File: src/rtl/uart_tx_fifo.sv
// UART transmitter with an internal push FIFO. The frame format (5-9 data bits, parity
// mode, 1/2 stop bits) is latched when a word is popped. Bits are paced by the i_stick tick.
module uart_tx_fifo #(
  parameter int DATA_MAX      = 9,
  parameter int OVER_SAMPLING = 16,
  parameter int FIFO_DEPTH    = 8
) (
  input  logic                          i_clk,
  input  logic                          i_rst,
  input  logic                          i_stick,
  input  logic                          i_valid,
  output logic                          o_ready,
  input  logic [DATA_MAX-1:0]           i_data,
  input  logic [2:0]                    i_size_frame,
  input  logic [2:0]                    i_parity,
  input  logic                          i_stop_bit,
  input  logic                          i_break,
  output logic                          o_data_tx,
  output logic                          o_done_tx,
  output logic                          o_busy,
  output logic [$clog2(FIFO_DEPTH):0]   o_fifo_count,
  output logic                          o_fifo_full,
  output logic                          o_fifo_empty
);

  localparam int AW = $clog2(FIFO_DEPTH);
  localparam int TW = $clog2(OVER_SAMPLING);
  localparam logic [AW:0]   DEPTH_C   = (AW+1)'(FIFO_DEPTH);
  localparam logic [TW-1:0] TICK_LAST = TW'(OVER_SAMPLING - 1);

  typedef enum logic [3:0] {
    S_IDLE, S_START, S_DATA, S_PARITY, S_STOP1, S_STOP2, S_DONE, S_BREAK, S_BRK_END
  } state_t;

  // FIFO storage and pointers
  logic [DATA_MAX-1:0] mem_q [FIFO_DEPTH];
  logic [AW-1:0]       wr_ptr_q, rd_ptr_q;
  logic [AW:0]         count_q;
  logic                push, pop;

  // Frame engine state
  state_t              state_q, state_d;
  logic [TW-1:0]       tick_q, tick_d;
  logic [3:0]          bit_idx_q, bit_idx_d;
  logic [3:0]          nbits_q, nbits_d;
  logic [DATA_MAX-1:0] shift_q, shift_d;
  logic                par_en_q, par_en_d;
  logic                par_bit_q, par_bit_d;
  logic                stop2_q, stop2_d;
  logic                tx_q, tx_d;

  // Format decode of the word at the FIFO head, used only at pop
  logic [DATA_MAX-1:0] head_word, head_masked;
  logic [3:0]          size_dec;
  logic                par_en_dec, par_bit_dec;
  logic                timed, bit_end;

  assign o_fifo_empty = (count_q == '0);
  assign o_fifo_full  = (count_q == DEPTH_C);
  assign o_ready      = ~o_fifo_full;
  assign o_fifo_count = count_q;
  assign push         = i_valid & o_ready;
  assign head_word    = mem_q[rd_ptr_q];

  // NOTE: the storage array has no reset; only pointers and count need defined values.
  always_ff @(posedge i_clk) begin
    if (push) mem_q[wr_ptr_q] <= i_data;
  end

  // NOTE: sequential state uses non-blocking assignments so every flop samples pre-edge values.
  always_ff @(posedge i_clk or posedge i_rst) begin
    if (i_rst) begin
      wr_ptr_q <= '0;
      rd_ptr_q <= '0;
      count_q  <= '0;
    end else begin
      if (push) wr_ptr_q <= wr_ptr_q + AW'(1);
      if (pop)  rd_ptr_q <= rd_ptr_q + AW'(1);
      case ({push, pop})
        2'b10:   count_q <= count_q + (AW+1)'(1);
        2'b01:   count_q <= count_q - (AW+1)'(1);
        default: count_q <= count_q;
      endcase
    end
  end

  // NOTE: every combinational output gets a default first so no latch is inferred.
  always_comb begin
    size_dec    = 4'd8;
    par_en_dec  = 1'b0;
    par_bit_dec = 1'b0;
    head_masked = '0;
    case (i_size_frame)
      3'b000:  size_dec = 4'd5;
      3'b001:  size_dec = 4'd6;
      3'b010:  size_dec = 4'd7;
      3'b011:  size_dec = 4'd8;
      3'b100:  size_dec = 4'd9;
      default: size_dec = 4'd8;
    endcase
    for (int i = 0; i < DATA_MAX; i++) begin
      if (i < int'(size_dec)) head_masked[i] = head_word[i];
    end
    case (i_parity)
      3'b001:  begin par_en_dec = 1'b1; par_bit_dec = ~^head_masked; end
      3'b010:  begin par_en_dec = 1'b1; par_bit_dec = ^head_masked;  end
      3'b011:  begin par_en_dec = 1'b1; par_bit_dec = 1'b1;          end
      3'b100:  begin par_en_dec = 1'b1; par_bit_dec = 1'b0;          end
      default: begin par_en_dec = 1'b0; par_bit_dec = 1'b0;          end
    endcase
  end

  assign timed   = state_q inside {S_START, S_DATA, S_PARITY, S_STOP1, S_STOP2, S_BRK_END};
  assign bit_end = timed && i_stick && (tick_q == TICK_LAST);

  always_comb begin
    state_d   = state_q;
    bit_idx_d = bit_idx_q;
    nbits_d   = nbits_q;
    shift_d   = shift_q;
    par_en_d  = par_en_q;
    par_bit_d = par_bit_q;
    stop2_d   = stop2_q;
    tx_d      = tx_q;
    pop       = 1'b0;
    tick_d    = '0;
    if (timed) tick_d = bit_end ? '0 : (i_stick ? tick_q + TW'(1) : tick_q);

    // tx_d always carries the line level of the state being entered
    case (state_q)
      S_IDLE: begin
        if (i_break) begin
          state_d = S_BREAK;
          tx_d    = 1'b0;
        end else if (!o_fifo_empty) begin
          pop       = 1'b1;
          shift_d   = head_word;
          nbits_d   = size_dec;
          par_en_d  = par_en_dec;
          par_bit_d = par_bit_dec;
          stop2_d   = i_stop_bit;
          bit_idx_d = '0;
          state_d   = S_START;
          tx_d      = 1'b0;
        end
      end
      S_START: if (bit_end) begin
        state_d = S_DATA;
        tx_d    = shift_q[0];
      end
      S_DATA: if (bit_end) begin
        if (bit_idx_q == nbits_q - 4'd1) begin
          state_d = par_en_q ? S_PARITY : S_STOP1;
          tx_d    = par_en_q ? par_bit_q : 1'b1;
        end else begin
          bit_idx_d = bit_idx_q + 4'd1;
          shift_d   = shift_q >> 1;
          tx_d      = shift_q[1];
        end
      end
      S_PARITY: if (bit_end) begin
        state_d = S_STOP1;
        tx_d    = 1'b1;
      end
      S_STOP1: if (bit_end) begin
        state_d = stop2_q ? S_STOP2 : S_DONE;
        tx_d    = 1'b1;
      end
      S_STOP2: if (bit_end) begin
        state_d = S_DONE;
        tx_d    = 1'b1;
      end
      S_DONE: begin
        state_d = S_IDLE;
        tx_d    = 1'b1;
      end
      S_BREAK: begin
        state_d = i_break ? S_BREAK : S_BRK_END;
        tx_d    = ~i_break;
      end
      S_BRK_END: if (bit_end) begin
        state_d = S_IDLE;
        tx_d    = 1'b1;
      end
      default: begin
        state_d = S_IDLE;
        tx_d    = 1'b1;
      end
    endcase
  end

  always_ff @(posedge i_clk or posedge i_rst) begin
    if (i_rst) begin
      state_q   <= S_IDLE;
      tick_q    <= '0;
      bit_idx_q <= '0;
      nbits_q   <= 4'd8;
      shift_q   <= '0;
      par_en_q  <= 1'b0;
      par_bit_q <= 1'b0;
      stop2_q   <= 1'b0;
      tx_q      <= 1'b1;
    end else begin
      state_q   <= state_d;
      tick_q    <= tick_d;
      bit_idx_q <= bit_idx_d;
      nbits_q   <= nbits_d;
      shift_q   <= shift_d;
      par_en_q  <= par_en_d;
      par_bit_q <= par_bit_d;
      stop2_q   <= stop2_d;
      tx_q      <= tx_d;
    end
  end

  assign o_data_tx = tx_q;
  assign o_done_tx = (state_q == S_DONE);
  assign o_busy    = (state_q != S_IDLE);

endmodule

File: config.mk
export PLATFORM = sky130hd
export DESIGN_NAME = uart_tx_fifo
export DESIGN_NICKNAME = d
export VERILOG_FILES = /design/src/rtl/uart_tx_fifo.sv
export SDC_FILE = /design/constraint.sdc
export NUM_CORES = 1
export LEC_CHECK = 0
export ABC_AREA = 1
export BUFFER_PORTS_ARGS = -buffer_cell sky130_fd_sc_hd__buf_2
export CORE_UTILIZATION = 55
export CTS_BUF_LIST = sky130_fd_sc_hd__clkbuf_8
export DETAILED_ROUTE_END_ITERATION = 7
export GPL_ROUTABILITY_DRIVEN = 0
export PLACE_DENSITY = 0.73
export SLEW_MARGIN = 20
export SYNTH_ARGS = -nofsm -noshare
export SYNTH_HDL_FRONTEND = slang
export SYNTH_SLANG_ARGS = --single-unit
File: constraint.sdc
create_clock -name i_clk -period 3.82 [get_ports i_clk]
set_clock_uncertainty 0.15 [all_clocks]
set_input_delay 0 -clock i_clk [delete_from_list [all_inputs] [get_ports i_clk]]
set_output_delay 0 -clock i_clk [all_outputs]
set_load 0.05 [all_outputs]
Word-level counts from Yosys, hierarchy flattened
Memory sizes are Yosys's and may differ from the RTL's.
Cells that the tools add are included.
{"block": "totals", "register_bits": 39, "ram_bits": 72, "inputBits": 21, "out_inout_bits": 10, "wordCells": 135, "n_memories": 1}
{"memory": "mem_q", "words": 8, "width": 9, "rd": 1, "rd_ports_with_merged_regs": 0, "wr": 1, "line_no": "36", "rtl": "logic [DATA_MAX-1:0] mem_q [FIFO_DEPTH];"}
{"block": "op_classes", "add_sub_neg": 7, "order_cmp": 9, "n_eq_ne": 33, "mux": 52, "bitwise_logic": 4, "n_reduce_logical": 17}
{"cell": "2-to-1 mux 4 bit", "count": 17}
{"cell": "2-to-1 mux 9 bit", "count": 4}
{"cell": "one-hot mux 4 bit (8 select lines)", "count": 1}
{"cell": "2-to-1 mux 1 bit", "count": 22}
{"cell": "inequality test 2 bit (second input constant)", "count": 9}
{"cell": "one-hot mux 9 bit (2 select lines)", "count": 1}
{"cell": "== test 4 x 3 -> 1 bit (second input constant)", "count": 4}
{"cell": "less-than comparator 3 x 4 -> 1 bit (first input constant)", "count": 4}
{"cell": "one-hot mux 4 bit (2 select lines)", "count": 2}
{"cell": "one-hot mux 4 bit (4 select lines)", "count": 1}
{"cell": "adder 4 x 1 -> 4 bit (second input constant)", "count": 3}
{"cell": "== test 4 bit (second input constant)", "count": 3}
{"cell": "== test 3 x 2 -> 1 bit (second input constant)", "count": 3}
{"cell": "XNOR reduction 9 bit", "count": 1}
{"cell": "XOR reduction 9 bit", "count": 1}
{"cell": "== test 4 x 2 -> 1 bit (second input constant)", "count": 2}
{"cell": "logical NOT 4 bit", "count": 2}
{"cell": "less-than comparator 1 x 4 -> 1 bit (first input constant)", "count": 2}
{"cell": "less-than comparator 2 x 4 -> 1 bit (first input constant)", "count": 2}
{"cell": "AND reduction 8 bit", "count": 1}
{"cell": "OR reduction 4 bit", "count": 2}
{"cell": "subtractor 4 x 1 -> 4 bit (second input constant)", "count": 2}
{"cell": "adder 3 x 1 -> 3 bit (second input constant)", "count": 2}
{"cell": "== test 3 x 1 -> 1 bit (second input constant)", "count": 2}
{"cell": "other kinds (23)", "count": 29}

Longest topological paths before layout
{"block": "logic_depth", "ltp_word": 6, "depth_mapped": 17}

Least setup slack after synthesis
OpenSTA, ideal clock, no wires.
{"block": "synth_timing", "kind": "reg-to-reg", "start": "reg count_q[3], in the netlist o_fifo_count[3]", "end": "reg count_q[3], in the netlist o_fifo_count[3]", "setup_ns": 0.124, "t_arrival_ns": 3.886, "t_required_ns": 3.546, "path_slack_ns": -0.339, "stages_incl_launch_ff": 14, "synth_period_minus_slack_ns": 4.159, "cell_sequence": "dfrtp_1 -> inv_1 -> nor3_1 -> inv_1 -> nand2_1 -> ha_1 -> ha_1 -> nand2_1 -> nor2_1 -> a211oi_1 -> nor2_1 -> nor2_1 -> nand2_1 -> xor2_1"}
{"block": "synth_via", "word_cells_on_any_way": 13, "cone_classes": "2 x add/sub; 3 x eq/ne; 4 x mux; 2 x bitwise; 2 x reduce/logical"}
{"item": "start, declared", "line_no": "38", "rtl": "logic [AW:0] count_q;"}
{"item": "start signal, assigned", "line_no": "80", "rtl": "2'b10: count_q <= count_q + (AW+1)'(1);"}
{"item": "start signal, assigned", "line_no": "81", "rtl": "2'b01: count_q <= count_q - (AW+1)'(1);"}
{"item": "start signal, assigned", "line_no": "82", "rtl": "default: count_q <= count_q;"}
{"item": "== test 4 bit (*)", "line_no": "59", "rtl": "assign o_fifo_full = (count_q == DEPTH_C);"}
{"item": "net o_fifo_full", "line_no": "22", "rtl": "output logic o_fifo_full,"}
{"item": "inverter 1 bit (*)", "line_no": "60", "rtl": "assign o_ready = ~o_fifo_full;"}
{"item": "net o_ready", "line_no": "12", "rtl": "output logic o_ready,"}
{"item": "AND 1 bit (*)", "line_no": "62", "rtl": "assign push = i_valid & o_ready;"}
{"item": "== test 2 x 1 -> 1 bit or == test 2 bit (tied branches)", "line_no": "79", "rtl": "case ({push, pop})"}
{"item": "one-hot mux 4 bit (2 select lines) or nonzero test 2 bit (tied branches)"}
The timed path passes the listed nets; every way through them passes the cells marked *.
A chain may end at the register's enable or synchronous reset.

Worst setup path after layout
{"block": "layout_timing", "start": "reg rd_ptr_q[1]", "end": "reg par_bit_q"}
{"block": "layout_via", "elab_chain_cells": 4, "word_cells_on_any_way": 13, "cone_classes": "10 x mux; 2 x reduce/logical; 1 x memory"}
{"item": "start, declared", "line_no": "37", "rtl": "logic [AW-1:0] wr_ptr_q, rd_ptr_q;"}
{"item": "start signal, assigned", "line_no": "78", "rtl": "if (pop) rd_ptr_q <= rd_ptr_q + AW'(1);"}
{"item": "memory read (8 x 9 bit) (*)"}
{"item": "2-to-1 mux 1 bit", "line_no": "102", "rtl": "if (i < int'(size_dec)) head_masked[i] = head_word[i];"}
{"item": "XOR reduction 9 bit or XNOR reduction 9 bit (tied branches)", "line_no": "106, 105"}
{"item": "one-hot mux 1 bit (3 select lines) (*)", "line_no": "104", "rtl": "case (i_parity)"}
{"item": "end signal, assigned", "line_no": "210", "rtl": "par_bit_q <= par_bit_d;"}
{"item": "end, declared", "line_no": "48", "rtl": "logic par_bit_q, par_bit_d;"}
Mark *: on every way between the ends. The rest lies on a longest branch, timed or not.

==> results.json <==
{
  "syn_inst": 629,
  "synthFlopType": "edfxtp_1",
  "vias_per_cell": 5.08,
  "tritoncts": "yes",
  "grt_pass1_vias": 4013,
  "slew_headroom_pct": 27.3,
  "die_w_um": 103,
  "synthToLayoutAreaGrowth_pct": 12.6,
  "synthDistinctLibCells": 41,
  "cts.repair.resized": 0,
  "worst_pin_slew_ns": 1.09,
  "most-common-layout-cells": "nand2_1, inv_1, edfxtp_1",
  "antenna_found_initial": 0,
  "crit_type": "reg -> reg",
  "cp-start-kind": "flip-flop",
  "antenna_cells": 0,
  "syn_nets": 659,
  "drive_above_1_share_pct": 11.5,
  "clk_latency_ns": 0.39,
  "die-area_um2": 10600,
  "hold_viol": 0,
  "cp.required_ns": 4.00,
  "ant_nets": 0,
  "dr.pass1.iters": 4,
  "regArea_um2": 3140,
  "critPathArrivalTime_ns": 3.27,
  "peakVddDrop_v": 0.000450,
  "power.density_nw_per_um2": 764,
  "synth_edf_count": 72,
  "finalSetupTns_ns": 0,
  "r2r_slack_ns": 0.72,
  "drc": 0,
  "whs_ns": 0.112,
  "power_mw": 4.81,
  "cts_root_buf": "clkbuf_8",
  "fillers": 830,
  "yosys_warnings": 0,
  "reg2reg_depth": 17,
  "numCtsBuffers": 9,
  "h-tree-depth": 3,
  "clkTransAtPathRegs_ns": 0.11,
  "worstSetupEndpointType": "flip-flop",
  "r2r_start": "rd_ptr_q[1]$_DFFE_PP0P_",
  "drt-wirelength-per-cell_um": 13.8,
  "netlist_area_um2": 5580,
  "ys_ff_latch": 111,
  "grt_overflow_total": 0,
  "initial_core_util_pct": 56.8,
  "wirelength_mm": 11.3,
  "mostFrequentLayoutCell": "nand2_1",
  "grt_pass1_wl_mm": 18.4,
  "die_h_um": 103,
  "seq_area_frac_synth_pct": 56.3,
  "multi_input_area_um2": 1940,
  "slew_viol_final": 0,
  "core_area_um2": 9820,
  "startpoint": "rd_ptr_q[1]$_DFFE_PP0P_",
  "final_nets": 713,
  "min_period_over_period_pct": 81.0,
  "drv_cap": 0,
  "clock_sinks": 111,
  "async_flop_share_pct": 35.1,
  "hold_path.class": "in -> async",
  "grt_usage_pct": 23.4,
  "fin_crit_ns": 3.10,
  "drtIter0Drc": 164,
  "reg2reg_to": "par_bit_q$_DFFE_PP0P_",
  "leakagePower_nw": 2.93,
  "fp-row-count": 36,
  "fmax_ghz": 0.323,
  "io_pins": 31,
  "dp_hpwl_mm": 7.58,
  "worstPathMaxFanout": 23,
  "grt_setup_unrepaired": "no",
  "grt_start_max_net_pins": 40,
  "portBuffers": 30,
  "syn_area_per_cell_um2": 8.87,
  "num_vias": 4172,
  "status": "completed",
  "clockBufferDepth": 2,
  "finalSetupViolations": 0,
  "finish.utilization_pct": 64.0
}
-- state kept, by name, indices dropped and copies added (netlist names) --
register and count:
wr_ptr_q 3, mem_q 72, o_fifo_count 4, tick_q 4
state_q 4, rd_ptr_q 3, par_en_q 1, par_bit_q 1
stop2_q 1, nbits_q 4, shift_q 9, o_data_tx 1
bit_idx_q 4
-- synth_stat cells, types with 5 or more instances --
library cell,count,area (um2)
nand2_1,187,702
edfxtp_1,72,2160
clkbuf_1,6,22.5
inv_1,100,375
or2_2,5,31.3
nand4_1,5,31.3
a21oi_1,7,35.0
dfrtp_1,37,926
nand3_1,61,305
ha_1,8,100
o21ai_0,22,110
a31oi_1,8,50.1
inv_2,6,22.5
xor2_1,8,70.1
buf_2,7,35.0
nor2_1,49,184
xnor2_1,6,52.6
-- worst max-delay path by stage --
| stage | endpoint | slack, ns | cells past startpoint |
|---|---|---|---|
| detailed placement | o_fifo_count[3]$_DFFE_PP0P_ | 1.15 | 15 |
| global placement | o_fifo_count[3]$_DFFE_PP0P_ | 1.22 | 15 |
| finish | par_bit_q$_DFFE_PP0P_ | 0.72 | 17 |
| floorplan | o_fifo_count[3]$_DFFE_PP0P_ | 0.27 | 13 |
| global route | par_bit_q$_DFFE_PP0P_ | 0.41 | 17 |
| CTS | par_bit_q$_DFFE_PP0P_ | 0.76 | 17 |
-- through the flow --
stage	instances	setup slack, ns	cell area [um2]
floorplan	629	0.274	5590
global placement	782	1.22	5860
detailed placement	782	1.15	5860
CTS	821	0.756	6290
global route	821	0.415	6290
finish	821	0.724	6290
-- final cells by class --
type | instances | area share [%]
sequential | 111 | 50.0
multi-input combinational | 393 | 30.9
timing repair buffer | 60 | 6.89
inverter | 108 | 6.53
tap | 133 | 2.65
clock buffer | 9 | 1.97
clock inverter | 7 | 1.09
-- critical path: stages, from the launching register on --
cell,delay (ns)
dfrtp_1,0.37
buf_4,0.22
inv_1,0.46
nand3_1,0.18
nand2_1,0.10
nand2_1,0.05
nand2_1,0.13
nand2_1,0.07
nand2_1,0.13
inv_1,0.07
nand2_1,0.07
nand3_1,0.12
nand2_1,0.10
nand2_1,0.05
nand3_1,0.06
nand3_1,0.07
dlygate4sd3_1,0.56
nand2_1,0.06
-- where the power goes --
group	leakage (nW)	internal, mW	switching (mW)	total [mW]
Clock	0.0989	0.257	0.435	0.692
Sequential	1.13	1.58	0.169	1.75
Combinational	1.70	0.759	1.61	2.36
Total	2.93	2.60	2.21	4.81
-- logic make-up after synthesis --
kind of cell | after synthesis | share of synthesized area (%)
adder cells (fa/ha/maj) | 9 | 2.15
buffers and inverters | 125 | 8.99
AO/OA/AOI/OAI | 49 | 5.18
AND/OR/NAND/NOR | 321 | 25.2
flip-flops | 111 | 56.3
XOR/XNOR | 14 | 2.20
-- layer usage --
metal  share of wire [%]  track usage, %
met3                 4.3            6.17
met1                  44            27.4
met5                   0               0
met4                 2.0            8.45
met2                  50            41.3
-- timing repair --
item	in CTS	in global routing
hold buffers	23	0
buffers inserted	0	0
endpoints found under the hold margin	130	0
Power figures use the tool's default switching activity.
